<file path="config.mk">
export PLATFORM = sky130hd
export DESIGN_NAME = bus_arbiter
export DESIGN_NICKNAME = d
export VERILOG_FILES = /design/src/rtl/bus_arbiter.sv
export SDC_FILE = /design/constraint.sdc
export NUM_CORES = 1
export LEC_CHECK = 0
export BUFFER_PORTS_ARGS = -buffer_cell sky130_fd_sc_hd__buf_2
export CORE_MARGIN = 5
export CORE_UTILIZATION = 36
export DETAILED_ROUTE_END_ITERATION = 10
export PLACE_DENSITY = 0.77
export SETUP_SLACK_MARGIN = 0.3
export SYNTH_ARGS = -nofsm -noshare
export SYNTH_HDL_FRONTEND = slang
export SYNTH_SLANG_ARGS = --single-unit
</file>
<file path="constraint.sdc">
create_clock -name clk -period 2.3 [get_ports clk]
set_input_delay 0.23 -clock clk [delete_from_list [all_inputs] [get_ports clk]]
set_output_delay 0.23 -clock clk [all_outputs]
set_load 0.02 [all_outputs]
</file>
<file path="src/rtl/bus_arbiter.sv">
// rtl/bus_arbiter.sv - two-requester arbiter for a shared data_bus with a fixed-length access window
// Round-robin arbitration is compiled in by BUS_ARBITER_RR_EN; fixed priority (m0 first) otherwise.
module bus_arbiter #(
  parameter int ADDR_W      = 32,
  parameter int DATA_W      = 8,
  parameter int WAIT_CYCLES = 1
) (
  input  logic              clk,
  input  logic              rst_n,
  input  logic              m0_req,
  input  logic              m0_rw,
  input  logic [1:0]        m0_len,
  input  logic [ADDR_W-1:0] m0_addr,
  input  logic [DATA_W-1:0] m0_wdata,
  output logic              m0_gnt,
  output logic              m0_done,
  output logic [DATA_W-1:0] m0_rdata,
  output logic              m0_exc,
  input  logic              m1_req,
  input  logic              m1_rw,
  input  logic [1:0]        m1_len,
  input  logic [ADDR_W-1:0] m1_addr,
  input  logic [DATA_W-1:0] m1_wdata,
  output logic              m1_gnt,
  output logic              m1_done,
  output logic [DATA_W-1:0] m1_rdata,
  output logic              m1_exc,
  output logic              bus_rw,
  output logic [1:0]        bus_len,
  output logic [ADDR_W-1:0] bus_addr,
  output logic [DATA_W-1:0] bus_write,
  input  logic [DATA_W-1:0] bus_read,
  input  logic              bus_exception
);

  localparam logic [1:0] S_IDLE   = 2'd0;
  localparam logic [1:0] S_GRANT  = 2'd1;
  localparam logic [1:0] S_ACCESS = 2'd2;
  localparam logic [1:0] S_DONE   = 2'd3;

  localparam logic [3:0] LAST_CNT = 4'(WAIT_CYCLES - 1);

  logic [1:0]        state_q, state_d;
  logic              owner_q, owner_d;
  logic              ready_q;
  logic [3:0]        cnt_q, cnt_d;
  logic              bus_rw_q, bus_rw_d;
  logic [1:0]        bus_len_q, bus_len_d;
  logic [ADDR_W-1:0] bus_addr_q, bus_addr_d;
  logic [DATA_W-1:0] bus_write_q, bus_write_d;
  logic [DATA_W-1:0] m0_rdata_q, m0_rdata_d;
  logic [DATA_W-1:0] m1_rdata_q, m1_rdata_d;
  logic              exc_q, exc_d;
  logic              winner;

`ifdef BUS_ARBITER_RR_EN
  logic last_q, last_d;

  // On contention the requester that did not own the bus last time wins.
  always_comb begin
    if (m0_req && m1_req) begin
      winner = ~last_q;
    end else begin
      winner = m1_req;
    end
  end

  always_ff @(posedge clk or negedge rst_n) begin
    if (!rst_n) begin
      last_q <= 1'b1;
    end else begin
      last_q <= last_d;
    end
  end
`else
  always_comb begin
    winner = ~m0_req;
  end
`endif

  always_comb begin
    state_d     = state_q;
    owner_d     = owner_q;
    cnt_d       = cnt_q;
    bus_rw_d    = bus_rw_q;
    bus_len_d   = bus_len_q;
    bus_addr_d  = bus_addr_q;
    bus_write_d = bus_write_q;
    m0_rdata_d  = m0_rdata_q;
    m1_rdata_d  = m1_rdata_q;
    exc_d       = exc_q;
`ifdef BUS_ARBITER_RR_EN
    last_d      = last_q;
`endif
    case (state_q)
      S_IDLE: begin
        // ready_q holds off arbitration for the first edge after reset release.
        if (ready_q && (m0_req || m1_req)) begin
          state_d = S_GRANT;
          owner_d = winner;
`ifdef BUS_ARBITER_RR_EN
          last_d  = winner;
`endif
        end
      end
      S_GRANT: begin
        state_d = S_ACCESS;
        cnt_d   = 4'd0;
        if (owner_q) begin
          bus_rw_d    = m1_rw;
          bus_len_d   = m1_len;
          bus_addr_d  = m1_addr;
          bus_write_d = m1_wdata;
        end else begin
          bus_rw_d    = m0_rw;
          bus_len_d   = m0_len;
          bus_addr_d  = m0_addr;
          bus_write_d = m0_wdata;
        end
      end
      S_ACCESS: begin
        if (cnt_q == LAST_CNT) begin
          state_d     = S_DONE;
          cnt_d       = 4'd0;
          bus_rw_d    = 1'b0;
          bus_len_d   = 2'd0;
          bus_addr_d  = '0;
          bus_write_d = '0;
          exc_d       = bus_exception;
          if (owner_q) begin
            m1_rdata_d = bus_read;
          end else begin
            m0_rdata_d = bus_read;
          end
        end else begin
          cnt_d = cnt_q + 4'd1;
        end
      end
      S_DONE: begin
        state_d = S_IDLE;
        exc_d   = 1'b0;
      end
      default: begin
        state_d = S_IDLE;
      end
    endcase
  end

  always_ff @(posedge clk or negedge rst_n) begin
    if (!rst_n) begin
      state_q     <= S_IDLE;
      owner_q     <= 1'b0;
      ready_q     <= 1'b0;
      cnt_q       <= 4'd0;
      bus_rw_q    <= 1'b0;
      bus_len_q   <= 2'd0;
      bus_addr_q  <= '0;
      bus_write_q <= '0;
      m0_rdata_q  <= '0;
      m1_rdata_q  <= '0;
      exc_q       <= 1'b0;
    end else begin
      state_q     <= state_d;
      owner_q     <= owner_d;
      ready_q     <= 1'b1;
      cnt_q       <= cnt_d;
      bus_rw_q    <= bus_rw_d;
      bus_len_q   <= bus_len_d;
      bus_addr_q  <= bus_addr_d;
      bus_write_q <= bus_write_d;
      m0_rdata_q  <= m0_rdata_d;
      m1_rdata_q  <= m1_rdata_d;
      exc_q       <= exc_d;
    end
  end

  // Grant/done decode purely from state so reset clears them without a clock edge.
  always_comb begin
    m0_gnt    = (state_q != S_IDLE) && !owner_q;
    m1_gnt    = (state_q != S_IDLE) && owner_q;
    m0_done   = (state_q == S_DONE) && !owner_q;
    m1_done   = (state_q == S_DONE) && owner_q;
    m0_exc    = m0_done && exc_q;
    m1_exc    = m1_done && exc_q;
    m0_rdata  = m0_rdata_q;
    m1_rdata  = m1_rdata_q;
    bus_rw    = bus_rw_q;
    bus_len   = bus_len_q;
    bus_addr  = bus_addr_q;
    bus_write = bus_write_q;
  end

endmodule
</file>
==> summary.md, run 1 <==
| Metric | Value |
|---|---|
| Status | `complete, no violations` |
| Root buf cell | `clkbuf_8` |
| Worst Hold Depth | `2` |
| Final setup violation count | `0` |
| Worst r2r path cells | `6` |
| Iteration-0 DRC Markers | `69` |
| Worst path cell trace | `inv_1, ha_1, or3b_4, nor3b_4, buf_12, mux2_2` |
| Net Count, Synth | `366` |
| Worst path slowest cell | `or3b_4` |
| Final Util | `51.4%` |
| Cells after synthesis | `around 260` |
| Starting density of the core | `about 37%` |
| GP Congestion | `0.703` |
| # nets final | `531` |
| Crit. Startpoint | `cnt_q[0]` |
| CP endpoint kind | `register` |
| Number of enable flip-flop cells after synthesis | `0` |
| RSZ-0062 raised after global routing | `no` |
| Clock slew at reported path FFs | `0.08 ns` |
| First-pass GRT wire length | `approximately 14,000 um` |
| Worst Hold Launch | `m0_req` |
| Sequential-to-total area share from yosys stat | `a little over half` |
| Most common library cell in the layout ignoring fill and taps | `buf_2` |
| FF-to-FF End | `m0_rdata[4]` |
| Post-route ant nets | `0` |
| Combinational family with the most area after synthesis | `multiplexers` |
| Post-Synth XOR/XNOR Area | `0%` |
| Post-synthesis simple-gate area fraction | `7.70%` |
| Post-synth ARST share | `between 90% and 100%` |
| Placed Instance Area | `around 4200 um2` |
| Synth warn | `0` |
| Peak VDD IR | `0.000849 V` |
| PortBufs | `163` |
| Site row count | `34` |
| TritonCTS clock tree | `built` |
| Yosys reg bits | `68` |
| Core area | `just under 9000 um2` |
| Area grow syn2layout | `39.5%` |
| Mapped cell area | `3220 um2` |
| Setup_tns | `0 ns` |
| HP Class | `input pin to register` |
| Latest clock arrival within the worst-skew pair | `0.34 ns` |
| Remaining global-route overflow | `0` |
| # DRC | `0` |
| Worst-case clock buffer depth | `2` |
| Share of layout cells above drive strength 1 | `49.7%` |
| Adder-cell share of the synthesized area | `2.33%` |
| Initial antenna violation count | `0` |
| Avg WL per Cell | `~16 um` |
| Largest net degree at the start of global routing | `44` |
| CP required | `2.53 ns` |
| First-pass DRT Iterations | `4` |
| Via density | `4.97` |
| Avg Inst Size Synth | `12.3 um2` |
| Max Slew Vio Count | `0` |
| Power per cell area | `1320 nW/um2` |
| Slowest stage delay, CP | `0.42 ns` |
| Vias | `2,680` |
| Max-Slew Margin vs Limit | `46.0%` |
| Worst R2R Setup Slack | `0.38 ns` |
| Hold Worst Slack | `0.109 ns` |
| Io pins | `164` |
| Htree depth | `3` |
| Fin. Hold Viols | `0` |
| Max Cap Viol | `0` |
| Worst-path fanout max | `8` |
| Most frequent cells in the layout | `buf_2 (163), dfrtp_1 (67), mux2i_1 (44)` |
| Sequential cell area | `1710 um2` |
| Total power | `approximately 5900 uW` |
| CP Launch Type | `register` |
| Die W | `105 um` |
| Commonest register cell after synthesis | `dfrtp_1` |
| GRT Total Usage | `15.8%` |
| TritonCTS buffer count | `9` |
| Die Y | `around 100 um` |
| Final critical-path share of the clock period | `83.4%` |
| Leakage power | `between 0.002 and 0.0025 uW` |
| # diodes | `0` |
| Mux cell area share after synthesis | `20.0%` |
| Clock Skew | `0.0111 ns` |
| Synth Area in Compound Gates | `13.5%` |
| Clock period minus worst slack | `between 1.5 and 2 ns` |
| R2r startpoint | `cnt_q[0]` |
| Final wirelength | `8770 um` |
| Fmax achieved | `521 MHz` |
| Number of global-route vias before repair | `2,861` |
| Die area | `10,900 um2` |
| Clock Sinks | `68` |
| End of the worst hold path | `owner_q` |
| Setup CP Type | `register to register` |
| # fillers | `772` |
| Post-synthesis cell type count | `32` |
| Hpwl dp | `6400 um` |
| Finished Cell Area | `4490 um2` |
| CP arrival | `2.15 ns` |
| Slew @ Worst Pin | `0.811 ns` |
| Multi-input gate area | `1480 um2` |
[through the flow]
stage | cells | worst slack [ns]
final | 539 | 0.382
after global routing | 539 | 0.309
after CTS | 537 | 0.295
after detailed placement | 518 | 0.197
after global placement | 518 | 0.258
after floorplan | 261 | 0.459
[kinds of logic after synthesis]
kind of cell | after synthesis
compound gates | 55
fa+ha+maj | 6
buf+inv | 26
flops | 68
mux | 62
other cells | 1
simple gates | 43
[registers in the layout, summed over array words and instances, names as in the netlist]
signal     count
bus_addr      32
bus_write      8
m0_rdata       8
m1_rdata       8
cnt_q          4
bus_len        2
state_q        2
bus_rw         1
exc_q          1
owner_q        1
ready_q        1
[timing repair]
item,4_1_cts,5_1_grt
pin swaps,1,0
hold buffers,1,0
cloned,1,2
setup endpoints to repair,52,59
setup buffers,1,0
hold endpoints to repair,20,0
gates resized for setup,2,5
[where the power goes]
part / internal [uW] / leakage, uW / total [uW] / switching [uW]
Clock: 618 / 0.000114 / 1100 / 479
Sequential: 1610 / 0.000875 / 1890 / 285
Combinational: 1250 / 0.00146 / 2940 / 1690
[worst max-delay path: cells and delay by family (launching register included)]
kind | cells | cell delay, ns
flops | 1 | 0.40
simple gates | 2 | 0.66
fa+ha+maj | 1 | 0.16
buf+inv | 2 | 0.26
mux | 1 | 0.33
[worst max-delay path by stage]
stage | end | slack (ns) | cells after the start
5_1_grt | m0_rdata[2] | 0.31 | 6
2_1_floorplan | m0_rdata[0] | 0.46 | 5
3_5_place_dp | bus_addr[19] | 0.20 | 6
6_report | m0_rdata[4] | 0.38 | 6
3_3_place_gp | bus_addr[31] | 0.26 | 6
4_1_cts | bus_addr[19] | 0.30 | 5
[metal layers]
metal  vias up  global-route usage (%)  wire, um
met4         0                    4.44        65
met3         7                    5.59       610
li1       1294                       -         -
met5         -                       0         0
met1      1300                    17.9      3400
met2        79                    28.1      4690
[cells in the mapped netlist (4+ instances only)]
master	n	share of area, %
dfrtp_1	68	53
mux2i_1	44	14
a21o_1	22	5.1
nor3_1	22	3.4
o2bb2ai_1	22	6.0
mux2_2	18	6.3
buf_2	10	1.6
clkbuf_1	7	0.82
ha_1	6	2.3
inv_1	6	0.70
nor2b_1	4	0.78
o21ai_0	4	0.62
[cell type report]
class / count / area share, %
clock inverters: 7 / 2.23
multi-input cells: 170 / 32.9
repair buffers: 171 / 20.6
well taps: 108 / 3.01
clock buffers: 9 / 2.76
inverters: 6 / 0.502
flip-flops and latches: 68 / 38.0
No activity file was read; power rests on OpenSTA's default activity.
==> run 2, diff against run 1 <==
Clock period 2.3 ns to 1.9 ns, I/O delays scaled along.
==> run 2 against run 1 <==
Largest cell class unchanged. Clock skew grew 0.0042 ns. Sequential power grew 20%. Clock power grew 20%. Utilization increased by 5.4 points. Non-clock buffer count increased by 21. Via count grew 4.0%. Maximum frequency rose by 5.7%. Critical endpoint is now state_q[1]. Global-route usage shrank 0.47 points. Register-to-register slack worse by 0.30 ns.
==> summary.md, run 2 (same netlist as run 1, synthesis figures left out) <==
| Metric | Value |
|---|---|
| Fmax achieved | `approximately 550 MHz` |
| # fillers | `709` |
| Final setup violation count | `0` |
| Root buf cell | `clkbuf_8` |
| Iteration-0 DRC Markers | `81` |
| Vias | `2,788` |
| Area grow syn2layout | `54.2%` |
| Worst-path fanout max | `3` |
| Multi-input gate area | `about 1700 um2` |
| Number of global-route vias before repair | `2,897` |
| # placed instances | `523` |
| Worst Hold Launch | `m0_req` |
| Setup CP Type | `register to register` |
| Sequential cell area | `1700 um2` |
| TritonCTS buffer count | `9` |
| Max reg flops | `32` |
| GRT Total Usage | `about 15%` |
| End of the worst hold path | `owner_q` |
| Die W | `105 um` |
| Setup_tns | `0 ns` |
| Max Cap Viol | `0` |
| Max Slew Vio Count | `0` |
| Core area | `8720 um2` |
| Die area | `10,900 um2` |
| # nets final | `549` |
| Final wirelength | `between 9000 and 10,000 um` |
| Most frequent cells in the layout | `buf_2 (160), dfrtp_1 (66), mux2i_1 (44), nor3_1 (22), a21o_1 (22)` |
| Leakage power | `between 0.002 and 0.003 uW` |
| # DRC | `0` |
| Peak VDD IR | `between 0.0008 and 0.0009 V` |
| CP arrival | `2.04 ns` |
| Clock slew at reported path FFs | `~0.08 ns` |
| Hpwl dp | `approximately 6200 um` |
| PortBufs | `163` |
| CP endpoint kind | `register` |
| Site row count | `34` |
| R2r startpoint | `cnt_q[0]` |
| Worst Hold Depth | `2` |
| Most common library cell in the layout ignoring fill and taps | `buf_2` |
| First-pass DRT Iterations | `4` |
| Worst R2R Setup Slack | `around 0.085 ns` |
| HP Class | `input pin to register` |
| Htree depth | `3` |
| Clock period minus worst slack | `between 1.5 and 2 ns` |
| Cell Count, Final, Fillers Out | `557` |
| Remaining global-route overflow | `0` |
| Largest net degree at the start of global routing | `69` |
| Worst r2r path cells | `6` |
| Worst-case clock buffer depth | `2` |
| Starting density of the core | `36.9%` |
| TritonCTS clock tree | `built` |
| CP Launch Type | `register` |
| Clock Sinks | `68` |
| Status | `complete, no violations` |
| Post-route ant nets | `0` |
| Final critical-path share of the clock period | `between 90% and 100%` |
| Initial antenna violation count | `0` |
| Share of layout cells above drive strength 1 | `56.8%` |
| RSZ-0062 raised after global routing | `yes` |
| Clock Skew | `0.0153 ns` |
| FF-to-FF End | `state_q[1]` |
| Fin. Hold Viols | `0` |
| Via density | `5.01` |
| CP required | `between 2 and 2.5 ns` |
| GP Congestion | `0.731` |
| Io pins | `164` |
| Die Y | `105 um` |
| Power per cell area | `1650 nW/um2` |
| # diodes | `0` |
| Avg WL per Cell | `about 17 um` |
| Latest clock arrival within the worst-skew pair | `~0.35 ns` |
| First-pass GRT wire length | `13,900 um` |
==> run 2: layer usage <==
layer,global-route usage [%],share of wire (%),wire [um],vias up
met2,26.2,51,4710,110
li1,-,-,-,1326
met4,5.09,1.9,176,0
met3,5.09,7.8,725,20
met5,0,0,0,-
met1,18.2,40,3700,1332
==> run 2: critical path, stage by stage, from the launching register on <==
cell	delay, ns
dfrtp_1	0.40
inv_2	0.09
ha_4	0.13
or3b_4	0.39
buf_4	0.16
a22oi_2	0.21
mux2_4	0.32
==> run 2: area by class of cell <==
cell class	count	area share [%]
Inverter	6	0.454
Tap cell	108	2.73
Timing Repair Buffer	192	24.3
Multi-Input combinational cell	167	33.7
Sequential cell	68	34.4
Clock inverter	5	1.74
Clock buffer	11	2.65
==> run 2: what timing repair did <==
action,in CTS,in global routing
cloned,0,4
hold buffers,1,0
pin swaps,2,6
setup endpoints to repair,67,68
buffers inserted,5,8
endpoints found under the hold margin,68,0
gates resized for setup,12,46
==> run 2: power breakdown <==
group	total [uW]	leakage, uW	switching [uW]	internal [uW]
sequential	2260	0.000874	313	1950
clock	1320	0.000108	572	747
combinational	4600	0.00166	2410	2190
==> run 2: worst max path at each step <==
stage | slack (ns) | endpoint | from
finish | 0.09 | state_q[1] | cnt_q[0]
global route | 0.03 | m0_rdata[4] | cnt_q[0]
CTS | 0.07 | m0_rdata[1] | cnt_q[1]
detailed placement | 0.04 | m0_rdata[1] | cnt_q[0]
global placement | 0.09 | m0_rdata[0] | cnt_q[0]
floorplan | 0.09 | m0_rdata[0] | cnt_q[0]
==> run 2: per-stage QoR <==
stage	instance area, um2	hold WS (ns)	worst slack, ns	power, uW	util [%]
after floorplan	3270	-0.106	0.0865	4740	-
after global placement	4230	0.235	0.0938	5700	48.5
after detailed placement	4230	0.237	0.0363	5840	48.5
after CTS	4540	0.0377	0.0702	7300	52.0
after global routing	4960	0.0571	0.0344	8660	56.8
final	4960	0.0520	0.0852	8180	56.8
